[config.mk]
export PLATFORM = sky130hd
export DESIGN_NAME = phase_fifo_reader
export DESIGN_NICKNAME = d
export VERILOG_FILES = /design/src/rtl/phase_fifo_reader.sv
export SDC_FILE = /design/constraint.sdc
export NUM_CORES = 1
export LEC_CHECK = 0
export CAP_MARGIN = 20
export CORE_ASPECT_RATIO = 0.5
export CORE_MARGIN = 3
export CORE_UTILIZATION = 35
export CTS_BUF_LIST = sky130_fd_sc_hd__clkbuf_8
export DETAILED_ROUTE_END_ITERATION = 10
export PLACE_DENSITY_LB_ADDON = 0.08
export SKIP_CTS_REPAIR_TIMING = 1
export SLEW_MARGIN = 20
export SYNTH_ARGS = -nofsm -noshare
export SYNTH_HDL_FRONTEND = slang
export SYNTH_SLANG_ARGS = --single-unit
[constraint.sdc]
create_clock -name clk -period 2.6 [get_ports clk]
set_input_delay 0.78 -clock clk [delete_from_list [all_inputs] [get_ports clk]]
set_output_delay 0.78 -clock clk [all_outputs]
set_load 0.02 [all_outputs]
[src/rtl/phase_fifo_reader.sv]
// Read-side pacing controller for the 4-deep trellis phase FIFO: mirrors the FIFO fill,
// issues read strobes at a trimmed period and registers the phase sample handed to the decoder.
module phase_fifo_reader #(
    parameter int DEPTH       = 4,
    parameter int PRIME_LEVEL = 2,
    parameter int HIGH_MARK   = 3,
    parameter int LOW_MARK    = 1,
    parameter int PER_W       = 8
) (
    input  logic                         clk,
    input  logic                         reset,
    input  logic                         enable,
    input  logic                         enIn,
    input  logic [PER_W-1:0]             rdPeriod,
    input  logic [7:0]                   phaseIn,
    output logic                         enOut,
    output logic [7:0]                   phaseOut,
    output logic                         phaseValid,
    output logic [$clog2(DEPTH+1)-1:0]   level,
    output logic                         resync,
    output logic                         running
);

    localparam int LVL_W = $clog2(DEPTH + 1);
    localparam int CNT_W = PER_W + 1;

    localparam logic [LVL_W-1:0] LVL_FULL  = LVL_W'(DEPTH);
    localparam logic [LVL_W-1:0] LVL_PRIME = LVL_W'(PRIME_LEVEL);
    localparam logic [LVL_W-1:0] LVL_HIGH  = LVL_W'(HIGH_MARK);
    localparam logic [LVL_W-1:0] LVL_LOW   = LVL_W'(LOW_MARK);
    localparam logic [LVL_W-1:0] LVL_ONE   = LVL_W'(1);
    localparam logic [CNT_W-1:0] CNT_ONE   = CNT_W'(1);
    localparam logic [CNT_W-1:0] CNT_TWO   = CNT_W'(2);

    typedef enum logic [1:0] {
        IDLE  = 2'd0,
        PRIME = 2'd1,
        RUN   = 2'd2
    } state_t;

    state_t             state_q, state_d;
    logic [LVL_W-1:0]   level_q, level_d;
    logic [CNT_W-1:0]   count_q, count_d;
    logic [7:0]         phase_q, phase_d;
    logic               valid_q, valid_d;
    logic               resync_q, resync_d;

    logic [CNT_W-1:0]   basePeriod;
    logic [CNT_W-1:0]   effPeriod;
    logic [LVL_W-1:0]   levelStep;

    // The period is one bit wider than rdPeriod so that a lengthened 255 becomes 256.
    always_comb begin
        basePeriod = {1'b0, rdPeriod};
        if (rdPeriod < PER_W'(2)) begin
            basePeriod = CNT_TWO;
        end
        effPeriod = basePeriod;
        if (level_q >= LVL_HIGH) begin
            if (basePeriod > CNT_TWO) begin
                effPeriod = basePeriod - CNT_ONE;
            end
        end else if (level_q <= LVL_LOW) begin
            effPeriod = basePeriod + CNT_ONE;
        end
    end

    always_comb begin
        levelStep = level_q;
        if (enIn && !enOut && (level_q != LVL_FULL)) begin
            levelStep = level_q + LVL_ONE;
        end else if (enOut && !enIn && (level_q != '0)) begin
            levelStep = level_q - LVL_ONE;
        end
    end

    always_ff @(posedge clk or posedge reset) begin
        if (reset) begin
            state_q  <= IDLE;
            level_q  <= '0;
            count_q  <= '0;
            phase_q  <= 8'h00;
            valid_q  <= 1'b0;
            resync_q <= 1'b0;
        end else begin
            state_q  <= state_d;
            level_q  <= level_d;
            count_q  <= count_d;
            phase_q  <= phase_d;
            valid_q  <= valid_d;
            resync_q <= resync_d;
        end
    end

    always_comb begin
        state_d  = state_q;
        level_d  = level_q;
        count_d  = count_q;
        resync_d = 1'b0;
        valid_d  = enOut;
        phase_d  = enOut ? phaseIn : phase_q;

        case (state_q)
            IDLE: begin
                level_d = '0;
                count_d = '0;
                if (enable) begin
                    state_d = PRIME;
                end
            end
            default: begin
                if (!enable) begin
                    state_d = IDLE;
                    level_d = '0;
                    count_d = '0;
                end else if (enIn && !enOut && (level_q == LVL_FULL)) begin
                    // The FIFO clears itself when written while full; follow it back to priming.
                    state_d  = PRIME;
                    level_d  = '0;
                    count_d  = '0;
                    resync_d = 1'b1;
                end else begin
                    level_d = levelStep;
                    if (state_q == PRIME) begin
                        if (level_q >= LVL_PRIME) begin
                            state_d = RUN;
                            count_d = effPeriod;
                        end
                    end else if (count_q <= CNT_ONE) begin
                        if (level_q != '0) begin
                            count_d = effPeriod;
                        end else begin
                            state_d  = PRIME;
                            count_d  = '0;
                            resync_d = 1'b1;
                        end
                    end else begin
                        count_d = count_q - CNT_ONE;
                    end
                end
            end
        endcase
    end

    always_comb begin
        enOut   = 1'b0;
        running = 1'b0;
        if (state_q == RUN) begin
            running = 1'b1;
            enOut   = enable && (count_q <= CNT_ONE) && (level_q != '0);
        end
    end

    assign level      = level_q;
    assign phaseOut   = phase_q;
    assign phaseValid = valid_q;
    assign resync     = resync_q;

endmodule
[Word level (Yosys, flattened, before mapping)]
Cells that the tools add are included.
Word-level totals
  register bits: 24
Cells by class
  order comparisons: 6
  mux-type cells: 32
  equal/unequal tests: 9
  reduce and logical (&&, ||, !) cells: 12
  add/subtract/negate cells: 5
Operators with widths (count)
  $mux W9: 10
  $sub A9 B1 Y9 const B: 2
  $mux W2: 8
  $mux W3: 5
  $ne A5 B1 Y1 const B: 2
  $add A9 B1 Y9 const B: 1
  $gt A9 B2 Y1 const B: 1
  $le A9 B1 Y1 const B: 1
  $lt A8 B2 Y1 const B: 1
  $mux W1: 8
  $mux W8: 1
  $logic_and A1 B1 Y1: 7
  $ge A3 B2 Y1 const B: 2
  $ne A5 B2 Y1 const B: 1
  $ne A5 B3 Y1 const B: 1
  $reduce_and A4 Y1: 1
  $add A3 B1 Y3 const B: 1
  $eq A3 B3 Y1 const B: 1
  $le A3 B1 Y1 const B: 1
  $ne A3 B3 Y1 const B: 1
  $reduce_bool A3 Y1: 1
  $sub A3 B1 Y3 const B: 1
  $eq A2 B1 Y1 const B: 1
  $eq A2 B2 Y1 const B: 1
  other kinds (3): 4

[Depth between registers and ports, before layout]
  depth in word-level cells: 11
  gate-level depth with buffers: 9
  depth with buffers taken out: 9

[Worst setup path after synthesis]
No wires, ideal clock.
  path type: in2reg
  start: input rdPeriod[6]
  end: register count_q[8]
  path slack: -0.028 ns
  cell stages on the path: 8
  data required time: 2.510 ns
  path buffers: 0
  arrival: 2.538 ns
  path through: nor3_1 nand2_1 o21ai_1 ha_1 nand2_1 o32a_1 mux2_2 o221ai_1
Between the ends
  word-level cells in the longest chain between the ends: 11
RTL lines
  start, declared: RTL line 14  | input logic [PER_W-1:0] rdPeriod,
  $lt A8 B2 Y1: RTL line 55  | if (rdPeriod < PER_W'(2)) begin
  $mux W8 (*): RTL line 55
  $add A9 B1 Y9 (tied with other cells): RTL line 64  | effPeriod = basePeriod + CNT_ONE;
  $mux W9, on equally long branches: RTL line 63, 60
  $mux W9 (*): RTL line 59  | if (level_q >= LVL_HIGH) begin
  $mux W9: RTL line 130  | if (level_q != '0) begin
  $mux W9: RTL line 129  | end else if (count_q <= CNT_ONE) begin
  $mux W9 (*): RTL line 124  | if (state_q == PRIME) begin
  $mux W9 (*): RTL line 116  | end else if (enIn && !enOut && (level_q == LVL_FULL)) begin
  $mux W9 (*): RTL line 112  | if (!enable) begin
  $mux W9 (*): RTL line 103  | case (state_q)
  end signal, assigned: RTL line 88  | count_q <= count_d;
  end, declared: RTL line 43  | logic [CNT_W-1:0] count_q, count_d;
Every way passes the cells marked *; elsewhere a longest branch is shown, timed or not. The select of a mux whose other input is x is not followed.
A chain may end at the register's enable or synchronous reset.

[Final worst setup path]
  start: register count_q[0]
  end: output enOut
Between the ends
  word-level cells in the longest chain between the ends: 4
RTL lines
  $le A9 B1 Y1: RTL line 150  | enOut = enable && (count_q <= CNT_ONE) && (level_q != '0);
  $logic_and A1 B1 Y1 (2 in series): RTL line 150
  $mux W1: RTL line 148  | if (state_q == RUN) begin
  end, declared: RTL line 16  | output logic enOut,
No other way between the ends.

==> results by group <==
Outcome
  – Outcome: complete, no violations

Setup path
  – Crit Path Max Fanout: 4
  – Critical Path Max Stage Delay: 0.42 ns
  – Critical-path cell list: ha_1, o21bai_1, and4b_1, and2_1, buf_4
  – Critical Path Sink Type: output pin
  – Crit Path Class: register to output pin
  – Worst path arrival time: 1.67 ns
  – CP required: 1.82 ns
  – Slowest cell on crit path: dfrtp_1
  – CP startpoint kind: register

Final layout
  – Area growth, synth to finish: 49.7%
  – Antenna cells: 0
  – Area of the multi-input gates: 1290 um^2
  – Layout cells sized above 1: 0.261
  – Final layout net count: 325
  – FF+latch area: 601 um^2
  – FILL cells: 496
  – Util after Layout: 0.558

Route
  – DRC Markers: 0
  – First-iteration detailed-routing DRC count: 76
  – Final WL: 5560 um
  – 1st-pass router iterations: 4
  – Per-cell routed wire length: 15.2 um
  – Routed vias/inst: 5.31
  – Via count: 1939
  – Post-DRT Antenna Nets: 0

Synth
  – Post-Synth XOR/XNOR Area: 0.0371
  – Yosys top cell area share: 0.318
  – Cell taking the most area after synthesis: dfrtp_1
  – Synth Register Bits: 24
  – Compound-Gate Fraction of Synth Area: 0.201
  – Cell Area, Synth: 1890 um^2
  – Number of flops mapped to enable cells by yosys: 0
  – Seq/Total Area, Yosys: 0.318
  – Top_reg_cell synth: dfrtp_1
  – Combinational family with the most area after synthesis: simple AND/OR/NAND/NOR gates
  – Top cells by area, synth: dfrtp_1 32%, ha_1 6.0%, mux2_1 4.8%, nor3_1 3.2%, inv_1 3.0%
  – Synth top cells by count: 24 x dfrtp_1, 15 x inv_1, 15 x nand2_1
  – Top-count cell post-synth: dfrtp_1
  – Ys Warns: 0
  – Post-Synth Adder-Cell Area: 0.0597
  – Syn nets: 243
  – Post-synthesis mux area share: 0.0590
  – Post-synthesis cell type count: 56
  – Mean Syn Cell Area: 8.82 um^2
  – FFs w/ async S/R, synth: 1.00
  – Post-Synth Simple-Gate Area: 0.279
  – Synth Instances: 214

Die
  – DIE AREA: 6360 um^2
  – Rows: 18
  – Core region area: 5070 um^2
  – Die Ht: 57.9 um
  – Starting Density: 0.372
  – Top Ports: 35
  – Die width: 110 um

Clock tree
  – CTS Buf Count: 3
  – CTS Sinks: 24
  – Number of H-tree levels: 1
  – Clk_lat worst skew: 0.27 ns
  – Clock-pin slew on the worst setup and hold paths: 0.09 ns
  – CTS tree: done
  – Max Root-Sink Buffers: 2
  – Clock Tree Root: clkbuf_8

STA
  – Slew @ Worst Pin: 0.467 ns
  – Fin crit period: 2.45 ns
  – Fmax: 0.408 GHz
  – Final setup margin: 0.152 ns
  – RSZ-0062 raised after global routing: no
  – Period utilisation layout: 0.942
  – Max Slew Vio Count: 0
  – Final Hold Vio Count: 0
  – Clock Skews: 0.00363 ns
  – Setup tns final: 0 ns
  – Setup Viol. Count Final: 0
  – Worst rel slew slack: 0.685

Global routing
  – Initial antenna violation count: 0
  – Largest net degree at the start of global routing: 25
  – Vias in the first global route: 1820
  – First-pass GRT wire length: 8930 um
  – GR Overflow Total: 0
  – Total GRT Usage: 0.177

Placement
  – Final HPWL DP: 4360 um
  – Placer Congestion: 0.840
  – Place WS: -0.543 ns
  – IO buf count: 34

Job
  – Max Cap Viol: 0

Power
  – PD cells: 791 nW/um^2
  – Peak supply drop: 0.000391 V
  – Leak pwr: 1.28 nW

Worst hold path
  – HP Class: register to register
flip-flops by register name, summed over array words and instances (netlist names):
| register | flops |
|---|---|
| phaseValid | 1 |
| state_q | 2 |
| resync | 1 |
| level | 3 |
| phaseOut | 8 |
| count_q | 9 |
cell type report:
| cell class | count | area share |
|---|---|---|
| clock buffers | 3 | 0.0146 |
| clock inverters | 1 | 0.0106 |
| well taps | 70 | 0.0310 |
| multi-input cells | 169 | 0.455 |
| flip-flops and latches | 24 | 0.213 |
| repair buffers | 83 | 0.256 |
| inverters | 15 | 0.0199 |
per-stage QoR:
stage | instance area [um^2] | cells | hold WS (ns) | power [W]
finish | 2830 | 365 | 0.489 | 0.00224
global placement | 2640 | 358 | 0.466 | 0.00188
detailed placement | 2640 | 358 | 0.474 | 0.00189
CTS | 2710 | 362 | 0.495 | 0.00223
floorplan | 1900 | 214 | 0.522 | 0.00136
global route | 2830 | 365 | 0.502 | 0.00241
kinds of logic (layout without fill, tap and decap cells):
group / count (synthesis) / after routing
simple gates: 88 / 88
compound gates: 54 / 54
xor+xnor: 8 / 8
fa+ha+maj: 9 / 9
mux: 10 / 10
buf+inv: 21 / 102
flops: 24 / 24
critical path, delay by kind of cell, from the launching register on:
family	cells	cell delay (ns)
flip-flops	1	0.42
adder cells (fa/ha/maj)	1	0.22
AO/OA/AOI/OAI	1	0.19
buffers and inverters	1	0.16
AND/OR/NAND/NOR	2	0.41
final timing paths:
path	cells after the start	slack (ns)	from	end
max in group asynchronous	3	1.50	reset	count_q[0]$_DFFE_PP0P_
worst max register to register	8	0.25	count_q[1]$_DFFE_PP0P_	count_q[2]$_DFFE_PP0P_
min in group asynchronous	3	0.86	reset	phaseValid$_DFF_PP0_
worst max-delay path	5	0.15	count_q[0]$_DFFE_PP0P_	enOut
worst min-delay path	1	0.49	phaseOut[2]$_DFFE_PP0P_	phaseOut[2]$_DFFE_PP0P_
worst min register to register	1	0.49	phaseOut[2]$_DFFE_PP0P_	phaseOut[2]$_DFFE_PP0P_
report_power, final:
part	internal, W	switching, W
Clock	0.000206	0.000124
Combinational	0.000647	0.000733
Sequential	0.000465	0.0000609
layer usage:
| metal | global-route usage | wire length, um | up-vias |
|---|---|---|---|
| li1 | - | - | 969 |
| met1 | 0.253 | 2630 | 923 |
| met2 | 0.293 | 2590 | 45 |
| met3 | 0.0256 | 309 | 2 |
| met4 | 0.0249 | 23 | 0 |
| met5 | 0 | 0 | - |
placed cells by master, fill, tap and decap left out, types with 4 or more instances in the layout:
cell,netlist,layout
dlymetal6s2s_1,0,7
a21oi_1,11,10
clkdlybuf4s50_1,0,26
mux2_1,8,8
nand2_1,15,15
nor3b_1,4,4
o221ai_1,4,4
dfrtp_1,24,24
buf_4,1,50
o31ai_1,4,4
o21ai_0,10,9
nand3_1,10,10
or3_1,5,5
xnor2_1,5,5
nor3_1,12,9
inv_1,15,15
ha_1,9,6
nand2b_1,4,4
nor2_1,11,11
Note: power is estimated with default switching activity, not from simulation.
==> edit 1: new RTL, same settings <==
The parameter `PER_W` goes from 8 to 7.
--- a/src/rtl/phase_fifo_reader.sv
+++ b/src/rtl/phase_fifo_reader.sv
@@ -7,3 +7,3 @@
     parameter int LOW_MARK    = 1,
-    parameter int PER_W       = 8
+    parameter int PER_W       = 7
 ) (
Interface: changed (resized rdPeriod); port bits go from 35 to 34. No check against the original RTL was run, so the function may have changed too.
==> edit 1 against the unedited design <==
  * Setup slack worse by 0.056 ns
  * Sequential power up 7.8%
  * First-iteration DRC count up 18%
  * Wire length down 6.5%
  * Synthesized area down 0.73%
  * Largest cell class unchanged
  * Critical path type is now in -> out
  * Sequential cell count down 1
  * Cell area down 5.6%
  * Total power up 9.4%
  * Largest power group unchanged
==> edit 1: results (changes against the unedited design) <==
Placed design
The area after detailed placement is 2580 um2 (-2.3%). The estimated wirelength of the detail-placed design came to 4.11 mm (-5.7%). The pre-CTS worst setup slack came to -0.415 ns (+0.128 ns).

The placer congestion estimate is 0.861 (+2.5%). The quantity of I/O buffers inserted on ports is 33 (-2.9%).

Worst setup path
The setup slack of the most critical reg-to-reg path came to 0.27 ns (+0.02 ns). In this run the critical register-to-register path is captured at count_q[6]. The data arrival time of the critical path was 1.72 ns (+0.05 ns). The worst setup path startpoint is enable. The startpoint identified for the worst register-to-register timing path is level[0]. The largest driver fanout on the critical path is 3 (-1). The most critical setup path has its endpoint at enOut.

Yosys
The proportion of synthesized flip-flops having asynchronous set or reset is 100% (unchanged). After synthesis, the cell types taking the most area are dfrtp_1 31%, nand2_1 8.4%, ha_1 7.3%. The number of distinct standard cells referenced by the synthesized netlist is 59 (+5.4%). Counting instances in the post-synthesis netlist gives the leading cell types as 42 x nand2_1, 23 x dfrtp_1, 15 x nor2_1. The sequential share of the synthesized area is 30.7% (-1.1 points). The net count after synthesis is 256 (+5.3%).

Timing
The final setup skew is 0.00842 ns (+0.00479 ns). The upper clock frequency limit is 399 MHz (-2.2%). The slew at the pin closest to its max-slew limit is 0.398 ns (-0.0696 ns). The total count of max-transition violations in the final report came to 0 (unchanged).

CTS
The clock root buffer master is clkbuf_8. The level count of the clock H-tree came to 1 (unchanged). The insertion delay to the later sink of the worst-skew pair is 0.27 ns (about the same). The CTS buffer count is 3 (unchanged).

Outcome
The run finished with clean final reports.

Cells and area
The fill cell total of the finished layout came to 497 (+0.20%). The fraction of final layout cells sized beyond drive strength 1 was 24.1% (-2.0 points). The number of nets in the final layout is 330 (+1.5%). The number of antenna cells inserted is 0 (unchanged).

Drt
The count of routing violations after the opening detailed-route iteration is 90 (+18%). The routed length per instance is 14.1 um (-7.5%). The via count came to 1929 (-0.52%).

Global route
The global-route usage over all layers is 17.2% (-0.54 points). The global-route wire length before repair is 8.53 mm (-4.5%). The number of global-route vias before repair was 1819 (-0.055%). The pin count of the biggest net entering global routing came to 24 (-4.0%).

Min path
The path class of the tightest hold or removal check is reg -> reg.

Power and ir drop
The worst-case vdd ir drop is 0.424 mV (+8.5%). The leakage power is 1.26 nW (-1.5%).
## edit 1: how the worst min path moves through the flow
stage | from | endpoint | depth (start not counted)
after floorplan | count_q[1] | count_q[1] | 2
after global placement | phaseOut[5] | phaseOut[5] | 2
after detailed placement | phaseOut[0] | phaseOut[0] | 2
after CTS | phaseOut[7] | phaseOut[7] | 2
after global routing | phaseOut[6] | phaseOut[6] | 2
final | phaseOut[7] | phaseOut[7] | 2
## edit 1: layout make-up
type,instances,area [um2],share of cell area (%)
sequential,23,576,21.6
timing repair buffer,77,671,25.2
inverter,11,41.3,1.55
tap,70,87.6,3.28
clock buffer,3,41.3,1.55
clock inverter,1,5.00,0.188
multi-input combinational,184,1240,46.7
## edit 1: critical path, stage by stage
cell             delay (ns)
clkdlybuf4s50_1        0.48
nand2_1                0.09
nor3_2                 0.11
buf_4                  0.13
buf_4                  0.13
## edit 1: through the flow
stage                     utilization (%)  TNS (ns)  std cells  hold slack, ns  power (mW)
final                                52.9         0        369           0.471        2.45
after global routing                 52.9         0        369           0.497        2.65
after CTS                            52.0    -0.571        369           0.477        2.39
after detailed placement             51.1     -2.21        365           0.456        2.14
after global placement               51.1     -1.93        365           0.451        2.12
after floorplan                         -         0        226           0.509        1.56
## edit 1: kinds of logic after synthesis
logic type      synth area share, %
buf+inv                        4.94
fa+ha+maj                      7.95
xor+xnor                       2.34
compound gates                 22.6
simple gates                   29.2
flops                          30.7
mux                            2.20
## edit 1: routing by layer
metal	vias to the layer above	wire, um	track usage (%)	share of wire, %
met4	0	40	2.13	0.77
met2	50	2200	27.0	42
li1	964	-	-	-
met5	-	0	0	0
met3	4	339	3.78	6.5
met1	911	2610	25.0	50
## edit 1: power by group
group | leakage [nW] | switching [mW] | internal, mW
logic | 0.922 | 0.888 | 0.756
registers | 0.310 | 0.0951 | 0.472
clock network | 0.0255 | 0.128 | 0.107
==> edit 2: new RTL, same flow settings <==
Without the edit above. Encoding of `state_t`: now one-hot (3 bits for 3 states).
--- a/src/rtl/phase_fifo_reader.sv
+++ b/src/rtl/phase_fifo_reader.sv
@@ -34,6 +34,6 @@
 
-    typedef enum logic [1:0] {
-        IDLE  = 2'd0,
-        PRIME = 2'd1,
-        RUN   = 2'd2
+    typedef enum logic [2:0] {
+        IDLE  = 3'b001,
+        PRIME = 3'b010,
+        RUN   = 3'b100
     } state_t;
Behaviour: no difference found for any inputs over 10 cycles, from zero or initial values and one cycle with reset high; not proved beyond that.
==> edit 2 against the unedited design <==
  * Utilization shrank 1.1 points
  * Fmax fell by 4.4%
  * Cell area grew 1.9%
  * Setup slack got worse by 0.11 ns
  * Synthesized cell count rose by 18%
  * Sequential power rose by 16%
  * Total power rose by 19%
  * Clock power fell by 28%
  * Sequential cell count up 1
  * Wire length up 4.6%
  * Count of clock-buffer cells in the layout did not move
  * Via count is 4.8% higher
  * Largest cell class unchanged
  * Largest power group unchanged
  * Synthesized area is 8.6% higher
==> edit 2: results (changes against the unedited design) <==
Timing
The shortest period the worst path allows is 2.56 ns (+0.114 ns). The final setup skew is 0.00132 ns (-0.00231 ns). The worst hold-check slack is 0.473 ns (-0.0163 ns). The headroom to the max-slew limit is 50.5% (-18 points).

Cells and area
The final non-filler cell total is 394 (+7.9%). The fraction of final layout cells sized beyond drive strength 1 is 25.9% (-0.18 points). The fill cell total of the finished layout is 524 (+5.6%). The number of nets in the final layout is 354 (+8.9%).

Global route
The global-route wire length before repair is 9.56 mm (+7.0%). The number of global-route vias before repair is 1913 (+5.1%). The met2 demand-to-capacity share in global routing is 29.3% (about the same). The pin count of the biggest net entering global routing is 26 (+4.0%). The global-route usage over all layers is 17.7% (about the same).

The met1 usage in global routing is 25.0% (-0.30 points). The met3 layer usage reported by global route is 3.03% (+0.47 points).

Outcome
The flow ran to the end, and the final reports show no timing, DRC or antenna violations.

Power and ir drop
The worst-case vdd ir drop is 0.343 mV (-12%). The sequential group share of total power came to 23.0% (-0.5 points). The net switching power figure came to 1.25 mW (+36%).

The net switching share of the total power is 47.0% (+6.0 points). The leakage power is 1.33 nW (+4.0%). The power consumed by the clock network was 0.237 mW (-28%).

Yosys
The number of distinct standard cells referenced by the synthesized netlist is 60 (+7.1%). The multiplexer fraction of the synthesized cell area is 2.01% (-3.9 points). The synthesized-area fraction occupied by xor and xnor cells is 4.27% (+0.56 points). Sorting the synthesized cells by area gives the leading types as dfrtp_1 29%, nand2_1 9.3%, ha_1 5.5%. The commonest cells after synthesis are 51 x nand2_1, 24 x dfrtp_1, 21 x nor2_1, 13 x inv_1, 12 x o21ai_0. The net count after synthesis came to 281 (+16%). The synthesized-area fraction occupied by ao, oa, aoi and oai cells is 19.8% (-0.31 points).

The instance count of the mapped netlist is 252 (+18%). The sequential share of the synthesized area is 30.6% (-1.2 points). The adder and majority cell fraction of the synthesized area is 5.49% (-0.47 points).

Worst setup path
The largest driver fanout on the critical path is 2 (-2). The delay of the slowest cell on the worst path is 0.49 ns (+0.07 ns). The data arrival time of the critical path is 2.71 ns (+1.04 ns). The largest individual stage delay along the critical path comes from the cell clkdlybuf4s50_1. The setup slack of the most critical reg-to-reg path came to 0.16 ns (-0.09 ns).

Placed design
The placer congestion estimate was 0.887 (+5.6%). The area after detailed placement was 2750 um2 (+4.3%). The pre-CTS worst setup slack is -0.616 ns (-0.0730 ns).

The estimated wirelength of the detail-placed design came to 4.63 mm (+6.2%).

Drt
The total routed wire length on the met1 layer is 2.92 mm (+11%). The wire length on met3 is 347 um (+12%). The routed length per instance is 14.7 um (-3.1%). The via count is 2033 (+4.8%). The routed length on met2 is 2.51 mm (-3.0%).

The count of routing violations after the opening detailed-route iteration was 187 (+150%).

CTS
The largest buffer count on any clock path is 2 (unchanged).
==> edit 2: critical path, delay by kind of cell <==
| kind | cells | cell delay, ns |
|---|---|---|
| buffers and inverters | 2 | 0.59 |
| adders and majority gates | 1 | 0.13 |
| and+or+nand+nor | 4 | 0.83 |
| AOI/OAI and AO/OA | 3 | 0.38 |
==> edit 2: worst paths after layout <==
check,from,end,cells after the start
max in group asynchronous,reset,state_q[0],3
max reg2reg,level[1],count_q[8],9
max,rdPeriod[0],count_q[6],10
min,phaseOut[1],phaseOut[1],2
min in group asynchronous,reset,phaseOut[7],3
min reg2reg,phaseOut[1],phaseOut[1],2
==> edit 2: layout make-up <==
class / count / area, um2 / share of cell area, %
Inverter: 13 / 48.8 / 1.70
Multi-Input combinational cell: 203 / 1390 / 48.1
Sequential cell: 25 / 627 / 21.8
Tap cell: 70 / 87.6 / 3.04
Clock buffer: 3 / 41.3 / 1.43
Clock inverter: 1 / 7.51 / 0.261
Timing Repair Buffer: 79 / 681 / 23.7
